## src/rtl/writeusb_fifo_if.sv

```systemverilog
// writeusb_fifo_if: user push port plus FT232H sync-FIFO transmit pins.
// slave is the FIFO side, master drives words and TXE#.
interface writeusb_fifo_if;
  logic [31:0] in32;
  logic        in_valid;
  logic        in_ready;
  logic        txe_n;
  logic [7:0]  dout;
  logic        dout_oe;
  logic        wr_n;
  logic        rd_n;
  logic        oe_n;
  logic        si_n;

  modport master (
    output in32, in_valid, txe_n,
    input  in_ready, dout, dout_oe,
    input  wr_n, rd_n, oe_n, si_n
  );

  modport slave (
    input  in32, in_valid, txe_n,
    output in_ready, dout, dout_oe,
    output wr_n, rd_n, oe_n, si_n
  );
endinterface

```

## src/rtl/writeusb_fifo.sv

```systemverilog
// writeusb_fifo: buffers 32-bit words and streams them to an FT232H
// one byte per clkusb, with an idle-timeout SI/WUA# flush pulse.
module writeusb_fifo #(
  parameter int DEPTH        = 4,
  parameter int FLUSH_CYCLES = 64,
  parameter bit LSB_FIRST    = 1'b1
) (
  input  logic                     clkusb,
  input  logic                     rst,
  writeusb_fifo_if.slave           bus,
  output logic [31:0]              bytes_sent,
  output logic [$clog2(DEPTH):0]   level
);

  localparam int AW = $clog2(DEPTH);
  localparam int CW =
    (FLUSH_CYCLES > 0) ? $clog2(FLUSH_CYCLES + 1) : 1;

  typedef enum logic [1:0] {
    IDLE,
    ARMED,
    PULSE
  } flush_e;

  logic [31:0] mem_q [DEPTH];
  logic [AW:0] wptr_q, wptr_d;
  logic [AW:0] rptr_q, rptr_d;
  logic [31:0] hold_q, hold_d;
  logic        hold_valid_q, hold_valid_d;
  logic [1:0]  idx_q, idx_d;
  logic [31:0] bytes_q, bytes_d;
  logic        oe_q, oe_d;
  flush_e      st_q, st_d;
  logic [CW-1:0] cnt_q, cnt_d;

  logic        full, empty;
  logic        push, pop;
  logic        accept, last;
  logic        idle;
  logic [1:0]  sel;

  assign level  = wptr_q - rptr_q;
  assign full   = (level == (AW+1)'(DEPTH));
  assign empty  = (level == '0);

  assign bus.in_ready = !full && !rst;
  assign push   = bus.in_valid && bus.in_ready;
  assign accept = hold_valid_q && !bus.txe_n;
  assign last   = accept && (idx_q == 2'd3);
  // Refill on the last byte's edge keeps the stream gap-free.
  assign pop    = !empty && (!hold_valid_q || last);
  assign idle   = !hold_valid_q && empty;

  assign sel      = LSB_FIRST ? idx_q : ~idx_q;
  assign bus.dout = hold_valid_q ? hold_q[{sel, 3'b000} +: 8]
                                 : 8'h00;
  assign bus.wr_n    = !accept;
  assign bus.rd_n    = 1'b1;
  assign bus.oe_n    = 1'b1;
  assign bus.si_n    = (st_q != PULSE);
  assign bus.dout_oe = oe_q;
  assign bytes_sent  = bytes_q;

  always_comb begin
    wptr_d       = wptr_q + (AW+1)'(push);
    rptr_d       = rptr_q + (AW+1)'(pop);
    hold_d       = hold_q;
    hold_valid_d = hold_valid_q;
    idx_d        = idx_q;
    bytes_d      = bytes_q + {31'b0, accept};
    oe_d         = 1'b1;
    if (accept) begin
      idx_d = idx_q + 2'd1;
      if (last) hold_valid_d = 1'b0;
    end
    if (pop) begin
      hold_d       = mem_q[rptr_q[AW-1:0]];
      hold_valid_d = 1'b1;
      idx_d        = 2'd0;
    end
  end

  always_comb begin
    st_d  = st_q;
    cnt_d = cnt_q;
    unique case (st_q)
      IDLE: begin
        cnt_d = '0;
        if (accept && FLUSH_CYCLES != 0) st_d = ARMED;
      end
      ARMED: begin
        if (accept || push)
          cnt_d = '0;
        else if (idle && cnt_q != CW'(FLUSH_CYCLES))
          cnt_d = cnt_q + CW'(1);
        if (cnt_d == CW'(FLUSH_CYCLES) && !bus.txe_n)
          st_d = PULSE;
      end
      PULSE: begin
        cnt_d = '0;
        st_d  = IDLE;
      end
      default: begin
        cnt_d = '0;
        st_d  = IDLE;
      end
    endcase
  end

  always_ff @(posedge clkusb) begin
    if (push) mem_q[wptr_q[AW-1:0]] <= bus.in32;
  end

  always_ff @(posedge clkusb or posedge rst) begin
    if (rst) begin
      wptr_q       <= '0;
      rptr_q       <= '0;
      hold_q       <= '0;
      hold_valid_q <= 1'b0;
      idx_q        <= 2'd0;
      bytes_q      <= '0;
      oe_q         <= 1'b0;
      st_q         <= IDLE;
      cnt_q        <= '0;
    end else begin
      wptr_q       <= wptr_d;
      rptr_q       <= rptr_d;
      hold_q       <= hold_d;
      hold_valid_q <= hold_valid_d;
      idx_q        <= idx_d;
      bytes_q      <= bytes_d;
      oe_q         <= oe_d;
      st_q         <= st_d;
      cnt_q        <= cnt_d;
    end
  end

endmodule

```

## src/flat_wrapper.sv

```systemverilog
// flat-port wrapper written by rule: the top's interface ports become plain ports
module writeusb_fifo_flat 
#(
  parameter int DEPTH        = 4,
  parameter int FLUSH_CYCLES = 64,
  parameter bit LSB_FIRST    = 1'b1
)
  (clkusb, rst, bytes_sent, level, bus_in32, bus_in_valid, bus_txe_n, bus_in_ready, bus_dout, bus_dout_oe, bus_wr_n, bus_rd_n, bus_oe_n, bus_si_n);
  writeusb_fifo_if bus_i ();
  input  logic clkusb;
  input  logic rst;
  output logic [31:0] bytes_sent;
  output logic [$clog2(DEPTH):0] level;
  input wire logic [$bits(bus_i.in32)-1:0] bus_in32;
  input wire logic [$bits(bus_i.in_valid)-1:0] bus_in_valid;
  input wire logic [$bits(bus_i.txe_n)-1:0] bus_txe_n;
  output wire logic [$bits(bus_i.in_ready)-1:0] bus_in_ready;
  output wire logic [$bits(bus_i.dout)-1:0] bus_dout;
  output wire logic [$bits(bus_i.dout_oe)-1:0] bus_dout_oe;
  output wire logic [$bits(bus_i.wr_n)-1:0] bus_wr_n;
  output wire logic [$bits(bus_i.rd_n)-1:0] bus_rd_n;
  output wire logic [$bits(bus_i.oe_n)-1:0] bus_oe_n;
  output wire logic [$bits(bus_i.si_n)-1:0] bus_si_n;
  assign bus_i.in32 = bus_in32;
  assign bus_i.in_valid = bus_in_valid;
  assign bus_i.txe_n = bus_txe_n;
  assign bus_in_ready = bus_i.in_ready;
  assign bus_dout = bus_i.dout;
  assign bus_dout_oe = bus_i.dout_oe;
  assign bus_wr_n = bus_i.wr_n;
  assign bus_rd_n = bus_i.rd_n;
  assign bus_oe_n = bus_i.oe_n;
  assign bus_si_n = bus_i.si_n;
  writeusb_fifo #(.DEPTH(DEPTH), .FLUSH_CYCLES(FLUSH_CYCLES), .LSB_FIRST(LSB_FIRST)) u_core (.clkusb(clkusb), .rst(rst), .bus(bus_i), .bytes_sent(bytes_sent), .level(level));
endmodule
```

## config.mk

```make
export PLATFORM = sky130hd
export DESIGN_NAME = writeusb_fifo_flat
export DESIGN_NICKNAME = d
export VERILOG_FILES = /design/src/rtl/writeusb_fifo_if.sv /design/src/rtl/writeusb_fifo.sv /design/src/flat_wrapper.sv
export SDC_FILE = /design/constraint.sdc
export NUM_CORES = 1
export LEC_CHECK = 0
export CORE_UTILIZATION = 25
export CTS_BUF_LIST = sky130_fd_sc_hd__clkbuf_8
export DETAILED_ROUTE_END_ITERATION = 10
export GPL_ROUTABILITY_DRIVEN = 0
export MAX_ROUTING_LAYER = met4
export PLACE_DENSITY = 0.53
export SYNTH_ARGS = -nofsm -noshare
export SYNTH_HDL_FRONTEND = slang
export SYNTH_SLANG_ARGS = --single-unit
```

## constraint.sdc

```tcl
create_clock -name clkusb -period 10.05 [get_ports clkusb]
set_input_delay 1.5075 -clock clkusb [delete_from_list [all_inputs] [get_ports clkusb]]
set_output_delay 1.5075 -clock clkusb [all_outputs]
set_load 0.005 [all_outputs]
```

==> metrics <==
worst hold path endpoint u_core.bytes_sent[31]; drc violations 0; maximum VDD drop 0.1247 mV; Worst Reg-to-Reg Cells 9; routed vias/inst 4.267; library cells used by synthesis 41; Final Max Tran Viols 0; Leakage 0.003818 uW; layout cells sized above 1 0.2222; critical path cell sequence buf_4 > ha_1 > fa_1 > xor3_2 > a31oi_1 > clkdlybuf4s50_1; Post-Synthesis Cells 479; Yosys reg bits 211; worst r2r src u_core.rptr_q[0]; Final #Nets 639; Final Setup Violations 0; worst r2r dst u_core.mem_q[3][16]; Hold Path Stages 1; IO Port Bufs 82; Crit. End Element output port; Post-Synth Simple-Gate Area 0.06236; DRT Wirelength 18050 um; TritonCTS clock tree done; I/O Pins 85; antenna cells 0; Post-Synth Adder-Cell Area 0.01714; via count 4561; Hold Path Origin u_core.bytes_sent[31]; largest stage delay on the critical path 0.54 ns; initial antenna violation count 0; CTS Buffer Depth 3; xor/xnor share of the synthesized area 0.04537; number of global-route vias before repair 4959; fin crit period 4.585 ns; most common cell after layout, fill and taps aside edfxtp_1; First-pass DRT Iterations 4; hold slack final 0.4720 ns; Initial Utilization 0.2531; die height 186.0 um; CP arrival 3.08 ns; crit-path max FO 34; final critical-path share of the clock period 0.4562; HPWL Detailed 11120 um; post-synthesis compound-gate area fraction 0.01138; Die ar. 34610 um2; FF-to-FF setup slack 6.21 ns; f_max 0.2181 GHz; power density cells 260.6 nW/um2; Skew-Pair Late Insertion Delay 0.52 ns; CP max-delay cell clkdlybuf4s50_1; grt total ovfl 0; relative slew slack 0.2487; setup bufs post-CTS 0; Ys Warns 0; run status completed; worst slew pin tran 1.124 ns; Core Rows 67; Min-Delay Path Class reg2reg; GRT Overall Usage 0.1128; RSZ-0062 raised after global routing false; setup TNS 0 ns; synthesis-to-finish area growth 24.78%; most frequent cells in the layout 128 x edfxtp_1, 82 x clkdlybuf4s50_1, 82 x dfrtp_1, 41 x clkbuf_8, 40 x mux4_2; Setup CP Type reg2out; Num CTS Buffers 37; Final ANT Viol Nets 0; type of origin of the critical path register; Fin. Hold Viols 0; drt wl/cell 16.89 um; Worst-path clk slew 0.06 ns; post-cts sizing count 0; initial DRC count 209; worst clock skew 0.01568 ns; fraction of the yosys area taken by sequential cells 0.6993; Mean Syn Cell Area 17.68 um2; Clock Root Buffer clkbuf_8; multiplexer share of the synthesized area 0.1501; Mapped Area 8467 um2; largest family of logic cells by synthesized area multiplexers; first-pass GRT wire length 28690 um; CTS sink cnt 211; Core Box Area 33450 um2; Worst EP required 8.54 ns; largest net degree at the start of global routing 76; H-tree levels 2; quantity of hold-fixing buffers added after cts 0; overall die width 186.0 um; Max-Cap Viols 0; Fillers 3260
==> sequential cells by signal, indices dropped and copies added, names as in the netlist, 2 cells and up <==
name,cells
u_core.bytes_sent,32
u_core.cnt_q,7
u_core.hold_q,32
u_core.idx_q,2
u_core.mem_q,128
u_core.rptr_q,3
u_core.st_q,2
u_core.wptr_q,3
==> cells in the mapped netlist, drive strengths merged <==
master / instances / area [um2]
a211o: 1 / 10.01
nand2: 19 / 71.32
a31oi: 1 / 6.260
fa: 1 / 20.02
nand4: 6 / 37.54
nor4: 4 / 25.02
mux2i: 1 / 10.01
or2b: 1 / 7.510
and4: 5 / 43.79
a211oi: 1 / 20.02
ha: 10 / 125.1
inv: 12 / 45.04
a21oi: 4 / 23.77
dfrtp: 83 / 2077
mux2: 32 / 360.4
nor2: 24 / 90.09
o2111ai: 1 / 8.760
edfxtp: 128 / 3844
nor4b: 1 / 8.760
nor3: 6 / 30.03
mux4: 40 / 900.9
nor4bb: 1 / 10.01
nand3b: 1 / 7.510
xor3: 1 / 25.02
nand4b: 1 / 8.760
clkbuf: 9 / 33.78
xor2: 11 / 96.34
nand2b: 3 / 18.77
and3: 5 / 32.53
xnor2: 30 / 262.8
conb: 1 / 3.750
nand3: 16 / 80.08
and2: 9 / 56.30
o211a: 1 / 10.01
a21o: 1 / 8.760
o31a: 1 / 8.760
buf: 7 / 38.78
==> cell type report <==
class,count,area (um2),area share
Sequential cell,211,5922,0.5605
Multi-Input combinational cell,242,2469,0.2337
Timing Repair Buffer,88,865.8,0.08195
Clock buffer,41,564.3,0.05341
Tap cell,448,560.5,0.05306
Clock inverter,27,137.6,0.01303
Inverter,12,46.29,0.004382
==> metal layers <==
metal,up-vias,global-route usage,wire (um)
met4,0,0.03508,370
met3,37,0.02485,784
li1,2057,-,-
met5,-,-,0
met2,123,0.1784,8609
met1,2344,0.1440,8288
==> worst max-delay path by stage <==
stage / end / from / slack, ns
2_1_floorplan: u_core.mem_q[0][0] / rst / 5.50
3_3_place_gp: u_core.bytes_sent[26] / bus_txe_n / 5.85
3_5_place_dp: u_core.bytes_sent[26] / bus_txe_n / 5.79
4_1_cts: bus_in_ready / u_core.rptr_q[0] / 5.35
5_1_grt: bus_in_ready / u_core.rptr_q[0] / 5.23
6_report: bus_in_ready / u_core.rptr_q[0] / 5.47
==> critical path, delay by kind of cell, from the launching register on <==
family                     cells  cell delay, ns
xor gates and xnor gates       1            0.36
buffers and inverters          2            0.88
adders and majority gates      2            0.70
AOI/OAI and AO/OA              1            0.25
DFF                            1            0.38
==> stage by stage <==
step / std cells / setup slack (ns) / util / power, uW / area, um2
floorplan: 481 / 5.495 / - / 1703 / 8474
global placement: 1001 / 5.849 / 0.2949 / 2023 / 9863
detailed placement: 1001 / 5.793 / 0.2949 / 2049 / 9863
CTS: 1069 / 5.351 / 0.3159 / 2807 / 10570
global route: 1069 / 5.231 / 0.3159 / 2921 / 10570
finish: 1069 / 5.465 / 0.3159 / 2753 / 10570
==> power by group <==
| group | total, uW | switching, uW | internal (uW) |
|---|---|---|---|
| Sequential | 1210 | 108 | 1100 |
| Clock | 743 | 342 | 401 |
| Combinational | 804 | 354 | 450 |
==> cell families (layout without fill, tap and decap cells) <==
| group | Yosys count | count (layout) |
|---|---|---|
| AOI/OAI and AO/OA | 11 | 11 |
| xor gates and xnor gates | 42 | 42 |
| other | 1 | 3 |
| and+or+nand+nor | 102 | 102 |
| DFF | 211 | 211 |
| adders and majority gates | 11 | 11 |
| buffers and inverters | 28 | 168 |
| muxes | 73 | 73 |
No activity file was read; power rests on OpenSTA's default activity.
